File: src/rtl/data_memory_arbiter_if.sv
// Bus bundle between the per-core MEM stages, the data memory arbiter and the
// shared single-port DataMemory BRAM.
// Optional feature macro: DMARB_LOCK_EN adds Core_Lock for atomic sequences.
interface data_memory_arbiter_if #(
  parameter int NUM_CORES = 4
);
  logic [NUM_CORES-1:0]    Core_Req;
  logic [NUM_CORES-1:0]    Core_Write;
  logic [32*NUM_CORES-1:0] Core_Address;
  logic [32*NUM_CORES-1:0] Core_WriteData;
  logic [NUM_CORES-1:0]    Core_Ack;
  logic [31:0]             Core_ReadData;
`ifdef DMARB_LOCK_EN
  logic [NUM_CORES-1:0]    Core_Lock;
`endif
  logic                    Mem_En;
  logic [3:0]              Mem_WE;
  logic [9:0]              Mem_Address;
  logic [31:0]             Mem_WriteData;
  logic [31:0]             Mem_ReadData;

  // Arbiter side: serves core requests and drives the BRAM pins.
  modport slave (
    input  Core_Req, Core_Write, Core_Address, Core_WriteData,
    output Core_Ack, Core_ReadData,
    output Mem_En, Mem_WE, Mem_Address, Mem_WriteData,
    input  Mem_ReadData
`ifdef DMARB_LOCK_EN
    , input Core_Lock
`endif
  );

  // Core/memory side: issues requests and supplies BRAM read data.
  modport master (
    output Core_Req, Core_Write, Core_Address, Core_WriteData,
    input  Core_Ack, Core_ReadData,
    input  Mem_En, Mem_WE, Mem_Address, Mem_WriteData,
    output Mem_ReadData
`ifdef DMARB_LOCK_EN
    , output Core_Lock
`endif
  );
endinterface

File: src/rtl/data_memory_arbiter.sv
// Round-robin arbiter sharing the single-port data memory BRAM between
// NUM_CORES cores. Each access takes ISSUE (BRAM pins driven) then RESP
// (Ack pulse + read data); under contention accesses run back-to-back.
// Optional feature macro: DMARB_LOCK_EN (locked mode for read-modify-write).
module data_memory_arbiter #(
  parameter int NUM_CORES = 4,
  parameter int IDX_W     = 2
) (
  input logic              Clk,
  input logic              Reset_n,
  data_memory_arbiter_if.slave bus
);

  typedef enum logic [1:0] {
    IDLE  = 2'd0,
    ISSUE = 2'd1,
    RESP  = 2'd2
  } state_t;

  state_t               state, state_next;
  logic [IDX_W-1:0]     rr_ptr, winner, grant_idx, rr_next, cand;
  logic [NUM_CORES-1:0] win_mask, eligible;
  logic                 cap_write, grant, lock_grant;
  int                   idx;
  logic [9:0]           core_word_addr [NUM_CORES];
  logic [31:0]          core_wdata     [NUM_CORES];
`ifdef DMARB_LOCK_EN
  logic                 locked, locked_next;
`endif

  // Slice the flat per-core buses; only byte-address bits [11:2] reach the BRAM.
  for (genvar i = 0; i < NUM_CORES; i++) begin : g_unpack
    assign core_word_addr[i] = bus.Core_Address[32*i+2 +: 10];
    assign core_wdata[i]     = bus.Core_WriteData[32*i +: 32];
  end

  assign win_mask = NUM_CORES'(1) << winner;
  assign rr_next  = (grant_idx == IDX_W'(NUM_CORES-1)) ? '0 : grant_idx + 1'b1;

  // Eligibility, round-robin search from rr_ptr and next-state selection.
  // NOTE: every variable gets a default at the top of an always_comb block so
  // no path leaves it unassigned and no latch is inferred.
  always_comb begin
    state_next = state;
    eligible   = '0;
    lock_grant = 1'b0;
    grant      = 1'b0;
    grant_idx  = '0;
    idx        = 0;
    cand       = '0;
`ifdef DMARB_LOCK_EN
    locked_next = locked;
`endif
    unique case (state)
      IDLE: begin
        eligible = bus.Core_Req;
`ifdef DMARB_LOCK_EN
        if (locked) begin
          eligible   = bus.Core_Req & win_mask;
          lock_grant = 1'b1;
        end
`endif
      end
      RESP: begin
        // The winner still holds Req during its Ack cycle; do not regrant it.
        eligible = bus.Core_Req & ~win_mask;
`ifdef DMARB_LOCK_EN
        locked_next = bus.Core_Lock[winner];
        if (bus.Core_Lock[winner]) begin
          eligible   = bus.Core_Req & win_mask;
          lock_grant = 1'b1;
        end
`endif
      end
      default: eligible = '0;
    endcase

    for (int i = 0; i < NUM_CORES; i++) begin
      idx = int'(rr_ptr) + i;
      if (idx >= NUM_CORES) idx = idx - NUM_CORES;
      cand = IDX_W'(idx);
      if (!grant && eligible[cand]) begin
        grant     = 1'b1;
        grant_idx = cand;
      end
    end

    unique case (state)
      IDLE:    if (grant) state_next = ISSUE;
      ISSUE:   state_next = RESP;
      RESP:    state_next = grant ? ISSUE : IDLE;
      default: state_next = IDLE;
    endcase
  end

  // State register.
  // NOTE: sequential state uses non-blocking assignments so every flop samples
  // the pre-edge values regardless of statement order.
  always_ff @(posedge Clk or negedge Reset_n) begin
    if (!Reset_n) state <= IDLE;
    else          state <= state_next;
  end

  // Grant capture, registered BRAM pins and the one-cycle Ack pulse.
  // NOTE: the captured address/data registers are reset too because they
  // drive BRAM pins directly and must not show stale values after reset.
  always_ff @(posedge Clk or negedge Reset_n) begin
    if (!Reset_n) begin
      rr_ptr        <= '0;
      winner        <= '0;
      cap_write     <= 1'b0;
      bus.Core_Ack  <= '0;
      bus.Mem_En    <= 1'b0;
      bus.Mem_WE    <= 4'h0;
      bus.Mem_Address   <= '0;
      bus.Mem_WriteData <= '0;
`ifdef DMARB_LOCK_EN
      locked        <= 1'b0;
`endif
    end else begin
      bus.Mem_En   <= 1'b0;
      bus.Mem_WE   <= 4'h0;
      bus.Core_Ack <= (state == ISSUE) ? win_mask : '0;
      if (grant) begin
        winner            <= grant_idx;
        cap_write         <= bus.Core_Write[grant_idx];
        bus.Mem_En        <= 1'b1;
        bus.Mem_WE        <= {4{bus.Core_Write[grant_idx]}};
        bus.Mem_Address   <= core_word_addr[grant_idx];
        bus.Mem_WriteData <= core_wdata[grant_idx];
        if (!lock_grant) rr_ptr <= rr_next;
      end
`ifdef DMARB_LOCK_EN
      locked <= locked_next;
`endif
    end
  end

  // Read data is forwarded straight from the BRAM during the Ack cycle only.
  assign bus.Core_ReadData = (state == RESP && !cap_write) ? bus.Mem_ReadData : 32'h0;

endmodule

File: src/flat_wrapper.sv
// flat-port wrapper written by rule: the top's interface ports become plain ports
module data_memory_arbiter_flat 
#(
  parameter int NUM_CORES = 4,
  parameter int IDX_W     = 2
)
  (Clk, Reset_n, bus_Core_Req, bus_Core_Write, bus_Core_Address, bus_Core_WriteData, bus_Core_Ack, bus_Core_ReadData, bus_Mem_En, bus_Mem_WE, bus_Mem_Address, bus_Mem_WriteData, bus_Mem_ReadData);
  data_memory_arbiter_if #(.NUM_CORES(NUM_CORES)) bus_i ();
  input logic Clk;
  input logic Reset_n;
  input wire logic [$bits(bus_i.Core_Req)-1:0] bus_Core_Req;
  input wire logic [$bits(bus_i.Core_Write)-1:0] bus_Core_Write;
  input wire logic [$bits(bus_i.Core_Address)-1:0] bus_Core_Address;
  input wire logic [$bits(bus_i.Core_WriteData)-1:0] bus_Core_WriteData;
  output wire logic [$bits(bus_i.Core_Ack)-1:0] bus_Core_Ack;
  output wire logic [$bits(bus_i.Core_ReadData)-1:0] bus_Core_ReadData;
  output wire logic [$bits(bus_i.Mem_En)-1:0] bus_Mem_En;
  output wire logic [$bits(bus_i.Mem_WE)-1:0] bus_Mem_WE;
  output wire logic [$bits(bus_i.Mem_Address)-1:0] bus_Mem_Address;
  output wire logic [$bits(bus_i.Mem_WriteData)-1:0] bus_Mem_WriteData;
  input wire logic [$bits(bus_i.Mem_ReadData)-1:0] bus_Mem_ReadData;
  assign bus_i.Core_Req = bus_Core_Req;
  assign bus_i.Core_Write = bus_Core_Write;
  assign bus_i.Core_Address = bus_Core_Address;
  assign bus_i.Core_WriteData = bus_Core_WriteData;
  assign bus_Core_Ack = bus_i.Core_Ack;
  assign bus_Core_ReadData = bus_i.Core_ReadData;
  assign bus_Mem_En = bus_i.Mem_En;
  assign bus_Mem_WE = bus_i.Mem_WE;
  assign bus_Mem_Address = bus_i.Mem_Address;
  assign bus_Mem_WriteData = bus_i.Mem_WriteData;
  assign bus_i.Mem_ReadData = bus_Mem_ReadData;
  data_memory_arbiter #(.NUM_CORES(NUM_CORES), .IDX_W(IDX_W)) u_core (.Clk(Clk), .Reset_n(Reset_n), .bus(bus_i));
endmodule
File: config.mk
export PLATFORM = sky130hd
export DESIGN_NAME = data_memory_arbiter_flat
export DESIGN_NICKNAME = d
export VERILOG_FILES = /design/src/rtl/data_memory_arbiter_if.sv /design/src/rtl/data_memory_arbiter.sv /design/src/flat_wrapper.sv
export SDC_FILE = /design/constraint.sdc
export NUM_CORES = 1
export LEC_CHECK = 0
export BUFFER_PORTS_ARGS = -buffer_cell sky130_fd_sc_hd__clkbuf_2
export CORE_AREA = 2 2 150 152
export CTS_CLUSTER_DIAMETER = 200
export DETAILED_ROUTE_END_ITERATION = 7
export DIE_AREA = 0 0 152 154
export PLACE_DENSITY = 0.46
export SYNTH_ARGS = -nofsm -noshare
export SYNTH_HDL_FRONTEND = slang
export SYNTH_SLANG_ARGS = --single-unit
File: constraint.sdc
create_clock -name Clk -period 2.4 [get_ports Clk]
set_input_delay 0.72 -clock Clk [delete_from_list [all_inputs] [get_ports Clk]]
set_output_delay 0.72 -clock Clk [all_outputs]
set_load 0.01 [all_outputs]
=== Yosys cells after proc, flatten, opt, wreduce, memory -nomap -nowiden ===
Index checks and enable logic that the tools add are counted.

* Shifts and indexed selects: 1
* Order comparisons: 10
* Mux-type cells: 37
* Bitwise operators: 3
* Reductions and logical operators: 9
* Equality and inequality tests: 4
* Add/subtract/negate cells: 8

{| class="wikitable"
|+ Operators with widths
! cell !! number
|-
| $mux 32 || 3
|-
| $bmux 32 s2 || 1
|-
| $bmux 10 s2 || 1
|-
| $mux 10 || 2
|-
| $mux 2 || 10
|-
| $lt 2x3->1 const B || 5
|-
| $ge 3x3->1 const B || 4
|-
| $mux 1 || 11
|-
| $bmux 1 s2 || 5
|-
| $mux 4 || 2
|-
| $pmux 4 s2 || 1
|-
| $sub 2x1->2 const B || 4
|-
| $add 2x2->3 const B || 2
|-
| $pmux 2 s3 || 1
|-
| $and 4x4->4 || 1
|-
| $eq 2x2->1 const B || 2
|-
| $logic_and 1x1->1 || 4
|-
| $logic_not 1->1 || 4
|-
| $not 4->4 || 1
|-
| $shl 1x2->4 const A || 1
|-
| $add 2x1->3 const B || 1
|-
| $ge 2x3->1 const B || 1
|-
| $not 2->3 || 1
|-
| $add 2x1->2 const B || 1
|-
| 3 further kinds || 3
|}

* Input bits: 298
* Register bits after elaboration: 58

=== Logic depth before layout (Yosys ltp) ===
* Word-level depth: 20
* Mapped depth: 9
* Gate-level depth less buffers: 7

=== Worst setup path after synthesis ===
Ideal clock, no wire load.

* Path type: in2reg
* Start point: in bus_Core_Req[0]
* End point: reg u_core.bus.Mem_Address[1]
* Arrival time: 2.107 ns
* Setup slack: 0.144 ns
* Required time: 2.252 ns
* Setup time: 0.148 ns
* Stages: 8
* Buffers on the path: 2
* Path through: nand2b_1 -> or4_1 -> o311a_2 -> and2_1 -> buf_2 -> buf_6 -> a211oi_1 -> a311oi_1

* Cells in the longest elaborated chain, start to end: 18

{| class="wikitable"
|+ Ends and longest elaborated chain
! element !! line !! text
|-
| from (decl) || flat_wrapper.sv:11 || <nowiki>input wire logic [$bits(bus_i.Core_Req)-1:0] bus_Core_Req;</nowiki>
|-
| $and 4x4->4 || data_memory_arbiter.sv:66 || <nowiki>eligible = bus.Core_Req & ~win_mask;</nowiki>
|-
| $pmux 4 s2 * || data_memory_arbiter.sv:54 || <nowiki>unique case (state)</nowiki>
|-
| $bmux 1 s2 || data_memory_arbiter.sv:82 || <nowiki>if (!grant && eligible[cand]) begin</nowiki>
|-
| $mux 1 (implied by the code) || data_memory_arbiter.sv:82 ||
|-
| $mux 1 || data_memory_arbiter.sv:82 ||
|-
| $logic_not 1->1 || data_memory_arbiter.sv:82 ||
|-
| $logic_and 1x1->1 || data_memory_arbiter.sv:82 ||
|-
| $mux 1 || data_memory_arbiter.sv:82 ||
|-
| $logic_not 1->1 || data_memory_arbiter.sv:82 ||
|-
| $logic_and 1x1->1 || data_memory_arbiter.sv:82 ||
|-
| $mux 1 || data_memory_arbiter.sv:82 ||
|-
| $logic_not 1->1 || data_memory_arbiter.sv:82 ||
|-
| $logic_and 1x1->1 || data_memory_arbiter.sv:82 ||
|-
| $mux 2 || data_memory_arbiter.sv:82 ||
|-
| $not 2->3 (implied by the code) || data_memory_arbiter.sv:129 || <nowiki>bus.Mem_Address <= core_word_addr[grant_idx];</nowiki>
|-
| $bmux 10 s2 || data_memory_arbiter.sv:129 ||
|-
| $mux 10 (implied by the code) (2 in series) || data_memory_arbiter.sv:129 ||
|-
| to (signal assigned) || data_memory_arbiter.sv:129 ||
|-
| to (decl) || data_memory_arbiter_if.sv:26 || <nowiki>output Mem_En, Mem_WE, Mem_Address, Mem_WriteData,</nowiki>
|}

Mark *: on every way between the ends. The rest lies on a longest branch, timed or not. The select of a mux whose other input is x is not followed.
A chain may end at the register's enable or synchronous reset.

=== Worst setup path in the final report ===
* Start point: reg u_core.state[0]
* End point: reg u_core.bus.Mem_WriteData[0]

* Cells in the longest elaborated chain, start to end: 18

{| class="wikitable"
|+ Ends and longest elaborated chain
! element !! line !! text
|-
| from (decl) || data_memory_arbiter.sv:20 || <nowiki>state_t state, state_next;</nowiki>
|-
| from (signal assigned) || data_memory_arbiter.sv:101 || <nowiki>else state <= state_next;</nowiki>
|-
| $eq 2x2->1 / $logic_not 2->1 (equally long branches) || data_memory_arbiter.sv:54 ||
|-
| $pmux 4 s2 * || data_memory_arbiter.sv:54 ||
|-
| $bmux 1 s2 || data_memory_arbiter.sv:82 ||
|-
| $mux 1 (implied by the code) || data_memory_arbiter.sv:82 ||
|-
| $mux 1 || data_memory_arbiter.sv:82 ||
|-
| $logic_not 1->1 || data_memory_arbiter.sv:82 ||
|-
| $logic_and 1x1->1 || data_memory_arbiter.sv:82 ||
|-
| $mux 1 || data_memory_arbiter.sv:82 ||
|-
| $logic_not 1->1 || data_memory_arbiter.sv:82 ||
|-
| $logic_and 1x1->1 || data_memory_arbiter.sv:82 ||
|-
| $mux 1 || data_memory_arbiter.sv:82 ||
|-
| $logic_not 1->1 || data_memory_arbiter.sv:82 ||
|-
| $logic_and 1x1->1 || data_memory_arbiter.sv:82 ||
|-
| $mux 2 || data_memory_arbiter.sv:82 ||
|-
| $not 2->3 (implied by the code) || data_memory_arbiter.sv:130 || <nowiki>bus.Mem_WriteData <= core_wdata[grant_idx];</nowiki>
|-
| $bmux 32 s2 || data_memory_arbiter.sv:130 ||
|-
| $mux 32 (implied by the code) (2 in series) || data_memory_arbiter.sv:130 ||
|-
| to (signal assigned) || data_memory_arbiter.sv:130 ||
|-
| to (decl) || data_memory_arbiter_if.sv:26 ||
|}

Marks and branches as above.

==> results.md <==
CTS:
- The clock reaches the later pin of the worst-skew pair after 0.30 ns.
- The H-tree depth reported by CTS is 2.
- The master cell of the clock root buffer is clkbuf_16.
- The hold buffer count at cts is 0.
- In this run the post-CTS setup repair buffer count came out at 0.
- The clock drives 55 sinks.
- Counting along the longest clock path gives a buffer depth of 2.
- In this run, post-CTS repair resized a total of 0 instances.
- The post-CTS clock slew at the launch and capture registers of the worst setup and hold paths is 0.07 ns.
- The CTS tree is built.
- Counting the buffers created by CTS gives 5.

Timing:
- For this run, the top clock speed supported by timing is 441 MHz.
- The routed design could run at a clock period as short as 2.27 ns.
- The max-slew headroom at the worst pin is 71.2%.
- Setup violations remaining at the end of the flow were counted as 0.
- The number of pins exceeding their max-slew limit in the final report was 0.
- The actual transition at the worst max-transition pin is 0.432 ns.
- Setup repair after global routing left no endpoint under its margin.
- The share of the cycle needed by the critical path after routing is 94.4%.
- The clock skew is 0.00711 ns.
- The final count of hold timing violations is 0.

Floorplan:
- The area of the placeable core is 0.0217 mm².
- The count of standard-cell rows is 54.
- The total I/O pin count is 381.
- The initial core utilization is 16.5%.
- The height of the die is 154 µm.
- The die covers 0.0234 mm².
- The die is 152 µm wide.

Setup path:
- The worst setup path is launched from a flop.
- The maximum fanout along the worst path is 22.
- The capturing element type of the critical path is a flop.
- The required arrival time at the worst endpoint is 2.58 ns.
- At the worst endpoint, the arrival time is 2.44 ns.
- The critical path class is flop to flop.
- Setup slack on the worst reg-to-reg path comes out at 0.13 ns.

Power:
- Power spread over the standard cell area amounts to 1230 mW/mm².
- The leakage power of the design is 3.08 nW.
- The peak supply drop is 0.523 mV.
- The overall power after layout is 7.10 mW.

Global route:
- The number of global-route vias before repair was 4035.
- The total grt overflow is 0.
- The global-route total usage across every layer is 12.0%.
- The initial antenna violation count is 0.
- The first global-routing pass estimated 22500 µm of wire.
- Entering global routing, the biggest net connects 33 pins.

Placement:
- Once placement completed, the tool counted placed cells totaling 958.
- Summed over all nets, the half-perimeter wirelength after detailed placement is 11300 µm.
- The number of buffer cells added on primary ports is 292.
- The placer congestion estimate is 0.756.
- Once placement finished, the instance area stood at 0.00558 mm².

Drt:
- The via density per instance is 4.12.
- The highest metal layer used by the detailed router is met4.
- The detailed router put a total of 6310 µm of wire on met1.
- After detailed routing, the met3 layer carries 970 µm of wire.
- Summed over all layers, the routed wires come to 14200 µm.
- Wire segments on met2 add up to 6730 µm in the final route.
- The remaining design rule violation count is 0.
- The count of TritonRoute iterations in the first routing pass is 4.
- The routed layout has 3983 vias.
- The detailed router finished its first iteration with 139 violations.
- Once detail routing completed, the nets flagged for antenna violations numbered 0.
- The post-detailed-route wirelength per cell is 14.7 µm.

Final layout:
- In the final layout, flip-flops and latches occupy 0.00138 mm².
- In the final layout, the multi-input gates occupy 0.00200 mm².
- The net count of the finished layout is 983.
- After filler insertion, the fill cell instance count of the layout stands at 2411.
- In the layout the commonest cells are 291 x clkbuf_2, 66 x nand2_1, 55 x dfrtp_1.
- Cells fill 26.6% of the core in the end.
- The final non-filler cell area is 0.00576 mm².
- The number of antenna diodes in the final layout is 0.
- The finished layout holds 966 standard cells, fillers aside.
- In the final layout, the share of cells above drive strength 1 is 51.5%.
- Leaving out fill and tap cells, the most frequent cell in the layout is clkbuf_2.
- The area growth from synthesis to final layout is 60.9%.

Synthesis:
- The net count after synthesis is 680.
- Yosys mapped a number of flops with a built-in enable equal to 0.
- The Yosys step of the flow raised 0 warnings.
- The post-synthesis cell count is 382.
- The prevailing post-synth register cell is dfrtp_1.
- After synthesis, flip-flops and latches occupy 38.4% of the total area.
- In this run the mean area of a mapped cell was 9.37 µm².
- The async set-reset flop share out of synthesis is 100%.
- After synthesis the cells add up to 0.00358 mm².
- Synthesis inferred 55 register bits.
- The count of different cell masters after synthesis is 45.

Run status:
- The flow ran to the end, and the final reports show no timing, DRC or antenna violations.

Flow run:
- The number of maximum-capacitance constraint violations is 0.

Hold path:
- In this run the worst hold path is classified as input port to async pin.
Yosys cell counts (9+ instances only):
library cell	count	area [µm²]
nand2_1	66	248
dfrtp_1	55	1380
mux2i_1	48	480
and2_1	33	206
o221ai_1	24	210
nor2_1	21	78.8
a211oi_1	19	143
a311oi_1	19	166
clkbuf_1	12	45.0
a21boi_1	10	75.1
a21boi_0	9	67.6
path summary, 6_finish.rpt:
| kind | depth (start not counted) | endpoint | start |
|---|---|---|---|
| setup / recovery | 7 | u_core.bus.Mem_WriteData[0]$_DFFE_PN0P_ | u_core.state[0]$_DFFE_PN0P_ |
| hold / removal | 2 | u_core.bus.Mem_Address[8]$_DFFE_PN0P_ | Reset_n |
| setup reg to reg | 7 | u_core.bus.Mem_WriteData[0]$_DFFE_PN0P_ | u_core.state[0]$_DFFE_PN0P_ |
| hold reg to reg | 2 | u_core.bus.Mem_WriteData[26]$_DFFE_PN0P_ | u_core.bus.Mem_WriteData[26]$_DFFE_PN0P_ |
| max in group asynchronous | 2 | u_core.bus.Mem_WriteData[12]$_DFFE_PN0P_ | Reset_n |
| min in group Clk | 2 | u_core.bus.Mem_WriteData[26]$_DFFE_PN0P_ | u_core.bus.Mem_WriteData[26]$_DFFE_PN0P_ |
layer usage:
layer | track usage [%] | vias to the layer above
li1 | - | 1999
met1 | 15.5 | 1793
met2 | 20.2 | 180
met3 | 3.24 | 11
met4 | 2.45 | 0
met5 | 0 | -
final cells by class:
class	instances	share of cell area (%)
multi-input cells	284	34.7
repair buffers	333	32.5
flip-flops and latches	55	23.9
well taps	280	6.08
clock buffers	6	2.24
inverters	6	0.391
clock inverters	2	0.217
sequential cells by signal, indices dropped and copies added (netlist names):
name and cells:
u_core.bus.Core_Ack 4, u_core.state 2, u_core.bus.Mem_WE 1, u_core.winner 2, u_core.cap_write 1, u_core.rr_ptr 2
u_core.bus.Mem_Address 10, u_core.bus.Mem_WriteData 32, u_core.bus.Mem_En 1
metrics by stage:
stage          hold WS (ns)  setup slack (ns)  setup TNS [ns]
2_1_floorplan         0.424             0.144               0
6_report              0.414             0.135               0
3_5_place_dp          0.473            -0.184           -4.83
5_1_grt               0.432           0.00179               0
4_1_cts               0.415            0.0677               0
3_3_place_gp          0.472            -0.177           -5.03
power by group:
part           internal (mW)  switching [mW]  leakage [nW]  total (mW)
Sequential              1.41           0.286         0.656        1.70
Combinational           2.13            2.53          2.36        4.65
Clock                  0.387           0.360        0.0669       0.747
Total                   3.92            3.17          3.08        7.10
cells by family (layout without fill, tap and decap cells):
logic type | Yosys count | count (layout) | share of synthesized area (%)
mux | 48 | 48 | 13.4
compound gates | 97 | 97 | 22.1
buf+inv | 43 | 347 | 7.30
xor+xnor | 1 | 1 | 0.245
simple gates | 138 | 138 | 18.5
flops | 55 | 55 | 38.4
worst max-delay path: stages (launching register included):
cell	delay [ns]
dfrtp_1	0.44
nand2b_1	0.19
or4_1	0.47
o311a_2	0.23
and2_1	0.23
buf_12	0.16
a211oi_1	0.33
a311oi_1	0.09
Note: power is estimated with default switching activity, not from simulation.
